**src/rtl/sprite_scheduler_if.sv**
```systemverilog
// sprite_scheduler_if
//   Bundles the sprite table configuration bus and the per-slot engine
//   control outputs of sprite_scheduler.
//   master : drives cfg_* (CPU/config side), observes slot_*
//   slave  : the scheduler; samples cfg_*, drives slot_*
//   cfg_we/cfg_addr/cfg_en/cfg_x/cfg_y : table write port
//   slot_start : per-engine one-cycle start pulse
//   slot_sprx  : per-engine x position, slot k at [k*CORDW +: CORDW]
//   slot_id    : table index owning each slot, slot k at [k*IDW +: IDW]
//   slot_busy  : slot occupied
interface sprite_scheduler_if #(
  parameter int CORDW   = 16,
  parameter int ENTRIES = 8,
  parameter int SLOTS   = 4,
  parameter int IDW     = $clog2(ENTRIES)
);
  logic                    cfg_we;
  logic [IDW-1:0]          cfg_addr;
  logic                    cfg_en;
  logic signed [CORDW-1:0] cfg_x;
  logic signed [CORDW-1:0] cfg_y;

  logic [SLOTS-1:0]        slot_start;
  logic [SLOTS*CORDW-1:0]  slot_sprx;
  logic [SLOTS*IDW-1:0]    slot_id;
  logic [SLOTS-1:0]        slot_busy;

  modport master (
    output cfg_we, cfg_addr, cfg_en, cfg_x, cfg_y,
    input  slot_start, slot_sprx, slot_id, slot_busy
  );

  modport slave (
    input  cfg_we, cfg_addr, cfg_en, cfg_x, cfg_y,
    output slot_start, slot_sprx, slot_id, slot_busy
  );
endinterface

```
**src/rtl/sprite_scheduler.sv**
```systemverilog
// sprite_scheduler
//   Line-based allocator sharing SLOTS sprite engines among an ENTRIES-deep
//   position table. On each line pulse the table is scanned one entry per
//   cycle; each sprite whose top row equals the current line takes the
//   lowest-numbered free engine, which is then held for HEIGHT lines.
//   clk, rst  : pixel clock, synchronous active-high reset
//   line      : start-of-line pulse, sy valid in the same cycle
//   frame     : start-of-frame pulse, frees all engines and clears ovf
//   sy        : current line
//   bus       : table write port and per-slot engine controls (slave side)
//   scan_done : one-cycle pulse when a scan completes
//   ovf       : sticky, a sprite was dropped or a scan was aborted
//
//   state | meaning
//   IDLE  | waiting for line
//   SCAN  | examining table entry idx this cycle
//   DONE  | scan finished, scan_done registered for next cycle
module sprite_scheduler #(
  parameter int CORDW   = 16,
  parameter int ENTRIES = 8,
  parameter int SLOTS   = 4,
  parameter int HEIGHT  = 8,
  parameter int IDW     = $clog2(ENTRIES)
) (
  input  logic                    clk,
  input  logic                    rst,
  input  logic                    line,
  input  logic                    frame,
  input  logic signed [CORDW-1:0] sy,
  sprite_scheduler_if.slave       bus,
  output logic                    scan_done,
  output logic                    ovf
);
  localparam int CW = $clog2(HEIGHT + 1);
  localparam int SW = (SLOTS > 1) ? $clog2(SLOTS) : 1;

  typedef enum logic [1:0] {IDLE, SCAN, DONE} state_t;
  state_t state, state_nxt;

  logic [IDW-1:0]          idx;
  logic signed [CORDW-1:0] sy_q;
  logic [ENTRIES-1:0]      tbl_en;
  logic signed [CORDW-1:0] tbl_x [ENTRIES];
  logic signed [CORDW-1:0] tbl_y [ENTRIES];
  logic [CW-1:0]           cnt [SLOTS];

  logic [SLOTS-1:0]        start_q;
  logic [SLOTS*CORDW-1:0]  sprx_q;
  logic [SLOTS*IDW-1:0]    id_q;
  logic [SLOTS-1:0]        busy;

  logic                    examine, abort, done_pulse, hit, free_any;
  logic [SW-1:0]           free_k;

  always_ff @(posedge clk) begin
    if (rst) state <= IDLE;
    else     state <= state_nxt;
  end

  // A line pulse always (re)starts a scan; an entry due in that cycle is
  // not examined since the scan it belonged to is being abandoned.
  always_comb begin
    state_nxt  = state;
    examine    = 1'b0;
    abort      = 1'b0;
    done_pulse = 1'b0;
    if (line) begin
      state_nxt = SCAN;
      abort     = (state != IDLE);
    end else begin
      case (state)
        IDLE: state_nxt = IDLE;
        SCAN: begin
          examine = 1'b1;
          if (idx == IDW'(ENTRIES - 1)) state_nxt = DONE;
        end
        DONE: begin
          done_pulse = 1'b1;
          state_nxt  = IDLE;
        end
        default: state_nxt = IDLE;
      endcase
    end
  end

  always_comb begin
    for (int k = 0; k < SLOTS; k++) busy[k] = (cnt[k] != '0);
  end

  // Lowest free slot; a slot allocated last cycle already has cnt = HEIGHT
  // so it cannot be handed out twice in one scan.
  always_comb begin
    hit      = examine && tbl_en[idx] && (tbl_y[idx] == sy_q);
    free_any = 1'b0;
    free_k   = '0;
    for (int k = SLOTS - 1; k >= 0; k--) begin
      if (!busy[k]) begin
        free_any = 1'b1;
        free_k   = SW'(k);
      end
    end
  end

  always_ff @(posedge clk) begin
    if (rst) begin
      idx       <= '0;
      sy_q      <= '0;
      tbl_en    <= '0;
      start_q   <= '0;
      sprx_q    <= '0;
      id_q      <= '0;
      scan_done <= 1'b0;
      ovf       <= 1'b0;
      for (int i = 0; i < ENTRIES; i++) begin
        tbl_x[i] <= '0;
        tbl_y[i] <= '0;
      end
      for (int k = 0; k < SLOTS; k++) cnt[k] <= '0;
    end else begin
      start_q   <= '0;
      scan_done <= done_pulse;

      if (bus.cfg_we) begin
        tbl_en[bus.cfg_addr] <= bus.cfg_en;
        tbl_x[bus.cfg_addr]  <= bus.cfg_x;
        tbl_y[bus.cfg_addr]  <= bus.cfg_y;
      end

      // frame clears before the line decrement; decrementing 0 is a no-op.
      for (int k = 0; k < SLOTS; k++) begin
        if (frame)                    cnt[k] <= '0;
        else if (line && busy[k])     cnt[k] <= cnt[k] - 1'b1;
      end

      if (line) begin
        sy_q <= sy;
        idx  <= '0;
      end else if (examine) begin
        idx  <= idx + 1'b1;
      end

      // Clear first so a set in the same cycle wins.
      if (frame) ovf <= 1'b0;
      if (abort) ovf <= 1'b1;

      if (hit) begin
        if (free_any) begin
          cnt[free_k]                    <= CW'(HEIGHT);
          start_q[free_k]                <= 1'b1;
          sprx_q[free_k*CORDW +: CORDW]  <= tbl_x[idx];
          id_q[free_k*IDW +: IDW]        <= idx;
        end else begin
          ovf <= 1'b1;
        end
      end
    end
  end

  assign bus.slot_start = start_q;
  assign bus.slot_sprx  = sprx_q;
  assign bus.slot_id    = id_q;
  assign bus.slot_busy  = busy;
endmodule
```
**src/flat_wrapper.sv**
```systemverilog
// flat-port wrapper written by rule: the top's interface ports become plain ports
module sprite_scheduler_flat 
#(
  parameter int CORDW   = 16,
  parameter int ENTRIES = 8,
  parameter int SLOTS   = 4,
  parameter int HEIGHT  = 8,
  parameter int IDW     = $clog2(ENTRIES)
)
  (clk, rst, line, frame, sy, scan_done, ovf, bus_cfg_we, bus_cfg_addr, bus_cfg_en, bus_cfg_x, bus_cfg_y, bus_slot_start, bus_slot_sprx, bus_slot_id, bus_slot_busy);
  sprite_scheduler_if #(.CORDW(CORDW), .ENTRIES(ENTRIES), .SLOTS(SLOTS), .IDW(IDW)) bus_i ();
  input  logic clk;
  input  logic rst;
  input  logic line;
  input  logic frame;
  input  logic signed [CORDW-1:0] sy;
  output logic scan_done;
  output logic ovf;
  input wire logic [$bits(bus_i.cfg_we)-1:0] bus_cfg_we;
  input wire logic [$bits(bus_i.cfg_addr)-1:0] bus_cfg_addr;
  input wire logic [$bits(bus_i.cfg_en)-1:0] bus_cfg_en;
  input wire logic [$bits(bus_i.cfg_x)-1:0] bus_cfg_x;
  input wire logic [$bits(bus_i.cfg_y)-1:0] bus_cfg_y;
  output wire logic [$bits(bus_i.slot_start)-1:0] bus_slot_start;
  output wire logic [$bits(bus_i.slot_sprx)-1:0] bus_slot_sprx;
  output wire logic [$bits(bus_i.slot_id)-1:0] bus_slot_id;
  output wire logic [$bits(bus_i.slot_busy)-1:0] bus_slot_busy;
  assign bus_i.cfg_we = bus_cfg_we;
  assign bus_i.cfg_addr = bus_cfg_addr;
  assign bus_i.cfg_en = bus_cfg_en;
  assign bus_i.cfg_x = bus_cfg_x;
  assign bus_i.cfg_y = bus_cfg_y;
  assign bus_slot_start = bus_i.slot_start;
  assign bus_slot_sprx = bus_i.slot_sprx;
  assign bus_slot_id = bus_i.slot_id;
  assign bus_slot_busy = bus_i.slot_busy;
  sprite_scheduler #(.CORDW(CORDW), .ENTRIES(ENTRIES), .SLOTS(SLOTS), .HEIGHT(HEIGHT), .IDW(IDW)) u_core (.clk(clk), .rst(rst), .line(line), .frame(frame), .sy(sy), .bus(bus_i), .scan_done(scan_done), .ovf(ovf));
endmodule
```
**config.mk**
```make
export PLATFORM = sky130hd
export DESIGN_NAME = sprite_scheduler_flat
export DESIGN_NICKNAME = d
export VERILOG_FILES = /design/src/rtl/sprite_scheduler_if.sv /design/src/rtl/sprite_scheduler.sv /design/src/flat_wrapper.sv
export SDC_FILE = /design/constraint.sdc
export NUM_CORES = 1
export LEC_CHECK = 0
export BUFFER_PORTS_ARGS = -buffer_cell sky130_fd_sc_hd__clkbuf_2
export CORE_UTILIZATION = 54
export DETAILED_ROUTE_END_ITERATION = 8
export MAX_ROUTING_LAYER = met4
export PLACE_DENSITY = 0.85
export SYNTH_ARGS = -nofsm -noshare
export SYNTH_HDL_FRONTEND = slang
export SYNTH_SLANG_ARGS = --single-unit
```
**constraint.sdc**
```tcl
create_clock -name clk -period 2.8 [get_ports clk]
set_input_delay 0 -clock clk [delete_from_list [all_inputs] [get_ports clk]]
set_output_delay 0 -clock clk [all_outputs]
set_load 0.005 [all_outputs]
```
==> flow_summary.ini <==
[status]
outcome = finished, violations left
violations = negative setup slack

[layout]
nets = 1671
layout_common_cells = and2_1, edfxtp_1, clkbuf_2
design_area_sq_um = 21500
layout_commonest_cell = and2_1
fin_cells = 2037
layout-drive-gt1-share_pct = 28.8
num-fill-cells = 1997
syn2layout_area_growth_pct = 24.2
post-route-util_pct = 68.1

[synth]
synthArstFlopShare_pct = 0
ys_warn_count = 0
netlist_area_sq_um = 17300
ys_seq_area_share_pct = 59.5
synth.distinct_cells = 55
avgSynthCellArea_sq_um = 12.8
synth_top_area_share_pct = 44.4
yosysTopAreaCell = edfxtp_1
synth_edf_count = 256
postSynthCellCount = 1352
synth_area_leaders = edfxtp_1, dfxtp_1, and2_1
synth_ff_type = edfxtp_1
synthesis.nets = 1422
ys_ff_latch = 386

[place]
numPortBuffers = 142
dpl-instance-area_sq_um = 18900
routabilityCongestion = 0.822
placed_cells = 1879
hpwl_um = 26000

[job]
maxCapViolations = 0

[power_and_ir_drop]
vdd_drop_max_v = 0.000381
p_sw_mw = 2.85
internal-power_mw = 10.1
powerDensity_nw_per_um2 = 603
clkPwrFrac_pct = 43.2
cellLeakagePower_nw = 7.81
pwr-share-seq_pct = 49.8
switching_share_pct = 22.0
combPwrFrac_pct = 7.0

[clocking]
cts.sinks = 386
cts.path.max_buffers = 3
htree_levels = 2
cts_tree = built
insertion_delay_ns = 0.54
cts.clk_slew.worst_paths_ns = 0.06
cts_inserted_buffers = 39
cts_root_buffer = clkbuf_16

[setup_path]
path_class = flip-flop to flip-flop
startpoint_type = flip-flop
worst-path-max-fanout = 7
reg2reg_depth = 12
worstPathRequired_ns = 3.25
arrival_ns = 3.61
critPathCaptureType = flip-flop

[timing]
slew_violations = 0
tightest_slew_ns = 0.758
slew_headroom_pct = 49.5
period_minus_slack_ns = 3.15
rsz0062_at_grt = yes
setup_violations = 96
fmax_ghz = 0.317
holdWs_ns = 0.0929
setup_tns_ns = -21.57
fin_ws_ns = -0.353
timing_hold_violations_final = 0
finClkSkew_ns = 0.0171
post-route-period-util_pct = 113

[floorplanning]
fp.dieH_um = 181
initial_core_util_pct = 54.8
die_w_um = 181
dieArea_sq_um = 32700
rows = 65
core_area_sq_um = 31600
pin_count = 143

[detailed_routing]
vias = 12800
drt_iter0_drc = 1465
totalWireLength_um = 48800
routedWlPerCell_um = 24.0
drcViolationCount = 0
via_per_inst = 6.27
dr.pass1.iters = 6
ant_nets = 0

[global_routing]
grt_pass1_wl_um = 70800
grt_pass1_vias = 12600
overflow = 0
grt_max_degree = 74
grt_use_total_pct = 29.0
grt_antenna_before_repair = 3

[worst_hold_path]
hp-class = input port to flip-flop
hold_depth = 2
## state kept, by name (all words and copies together), names as in the netlist, named ones only
signal                 flops
u_core.tbl_x             128
u_core.tbl_y             128
u_core.bus.slot_sprx      64
u_core.cnt                16
u_core.sy_q               16
u_core.bus.slot_id        12
u_core.tbl_en              8
u_core.bus.slot_start      4
u_core.idx                 3
u_core.state               2
u_core.ovf                 1
u_core.scan_done           1
## per-stage QoR
step	power [mW]	worst slack, ns
4_1_cts	12.8	-0.189
2_1_floorplan	6.94	-0.0960
6_report	12.9	-0.353
5_1_grt	13.2	-0.416
3_5_place_dp	7.28	-0.216
3_3_place_gp	7.23	-0.119
## power by group through the flow
stage	Clock [mW]	Combinational (mW)	Sequential [mW]
6_report	5.59	0.909	6.45
3_3_place_gp	0	0.703	6.53
2_1_floorplan	0	0.434	6.51
3_5_place_dp	0	0.727	6.55
5_1_grt	5.81	0.952	6.46
4_1_cts	5.56	0.844	6.43
## routing by layer
layer	vias to the layer above	GRT usage (%)	wire length [um]
met4	0	12.4	1820
met5	-	-	0
met1	6280	36.0	18300
li1	5473	-	-
met2	865	47.4	24100
met3	145	4.58	4570
## cells in the mapped netlist, types with 13 or more instances
| cell type | n |
|---|---|
| o21ai_0 | 75 |
| edfxtp_1 | 256 |
| inv_1 | 25 |
| xnor2_1 | 16 |
| ha_1 | 13 |
| a21oi_1 | 92 |
| nand2_1 | 29 |
| mux2i_1 | 55 |
| buf_2 | 15 |
| mux4_2 | 57 |
| clkbuf_1 | 63 |
| or4_1 | 73 |
| and2_1 | 262 |
| nor2_1 | 40 |
| dfxtp_1 | 130 |
## critical path, stage by stage (launching register included)
cell and delay [ns]:
dfxtp_4 0.37, buf_12 0.13, buf_12 0.12, mux4_2 0.52
mux2i_4 0.19, xnor2_2 0.12, nor4_4 0.35, nand4_4 0.20
buf_6 0.17, buf_12 0.14, clkbuf_16 0.16, or4_4 0.41
a21oi_2 0.18
## worst paths after layout
kind                            slack (ns)                                    end                             startpoint
worst max-delay path                 -0.35  u_core.bus.slot_sprx[56]$_SDFFE_PP0P_                              flip-flop
worst min-delay path                  0.09       u_core.tbl_y[5][3]$_SDFFCE_PN0P_                                    rst
worst max register to register       -0.35  u_core.bus.slot_sprx[56]$_SDFFE_PP0P_                              flip-flop
worst min register to register        0.47  u_core.bus.slot_sprx[35]$_SDFFE_PP0P_  u_core.bus.slot_sprx[35]$_SDFFE_PP0P_
## cells by family (layout without fill, tap and decap cells)
family / count (synthesis) / after routing / synth area share, %
buf+inv: 129 / 409 / 3.78
fa+ha+maj: 13 / 13 / 0.940
simple gates: 475 / 475 / 16.9
other cells: 0 / 3 / 0
compound gates: 214 / 214 / 6.84
xor+xnor: 19 / 19 / 0.962
mux: 116 / 116 / 11.0
flops: 386 / 386 / 59.5
## area by class of cell
type / instances / area [sq um] / share of cell area (%)
antenna: 3 / 7.51 / 0.0350
clock buffer: 52 / 1080 / 5.01
clock inverter: 20 / 289 / 1.35
inverter: 25 / 93.8 / 0.437
multi-input combinational: 837 / 6810 / 31.7
sequential: 386 / 10300 / 48.0
tap: 402 / 503 / 2.34
timing repair buffer: 312 / 2400 / 11.2
## timing repair
item	4_1_cts	5_1_grt
endpoints found under the hold margin	285	0
setup endpoints to repair	90	97
hold buffers	50	0
setup buffers	15	12
cloned	2	4
resized for setup	48	60
pin swaps	3	29
No activity file was read; power rests on OpenSTA's default activity.
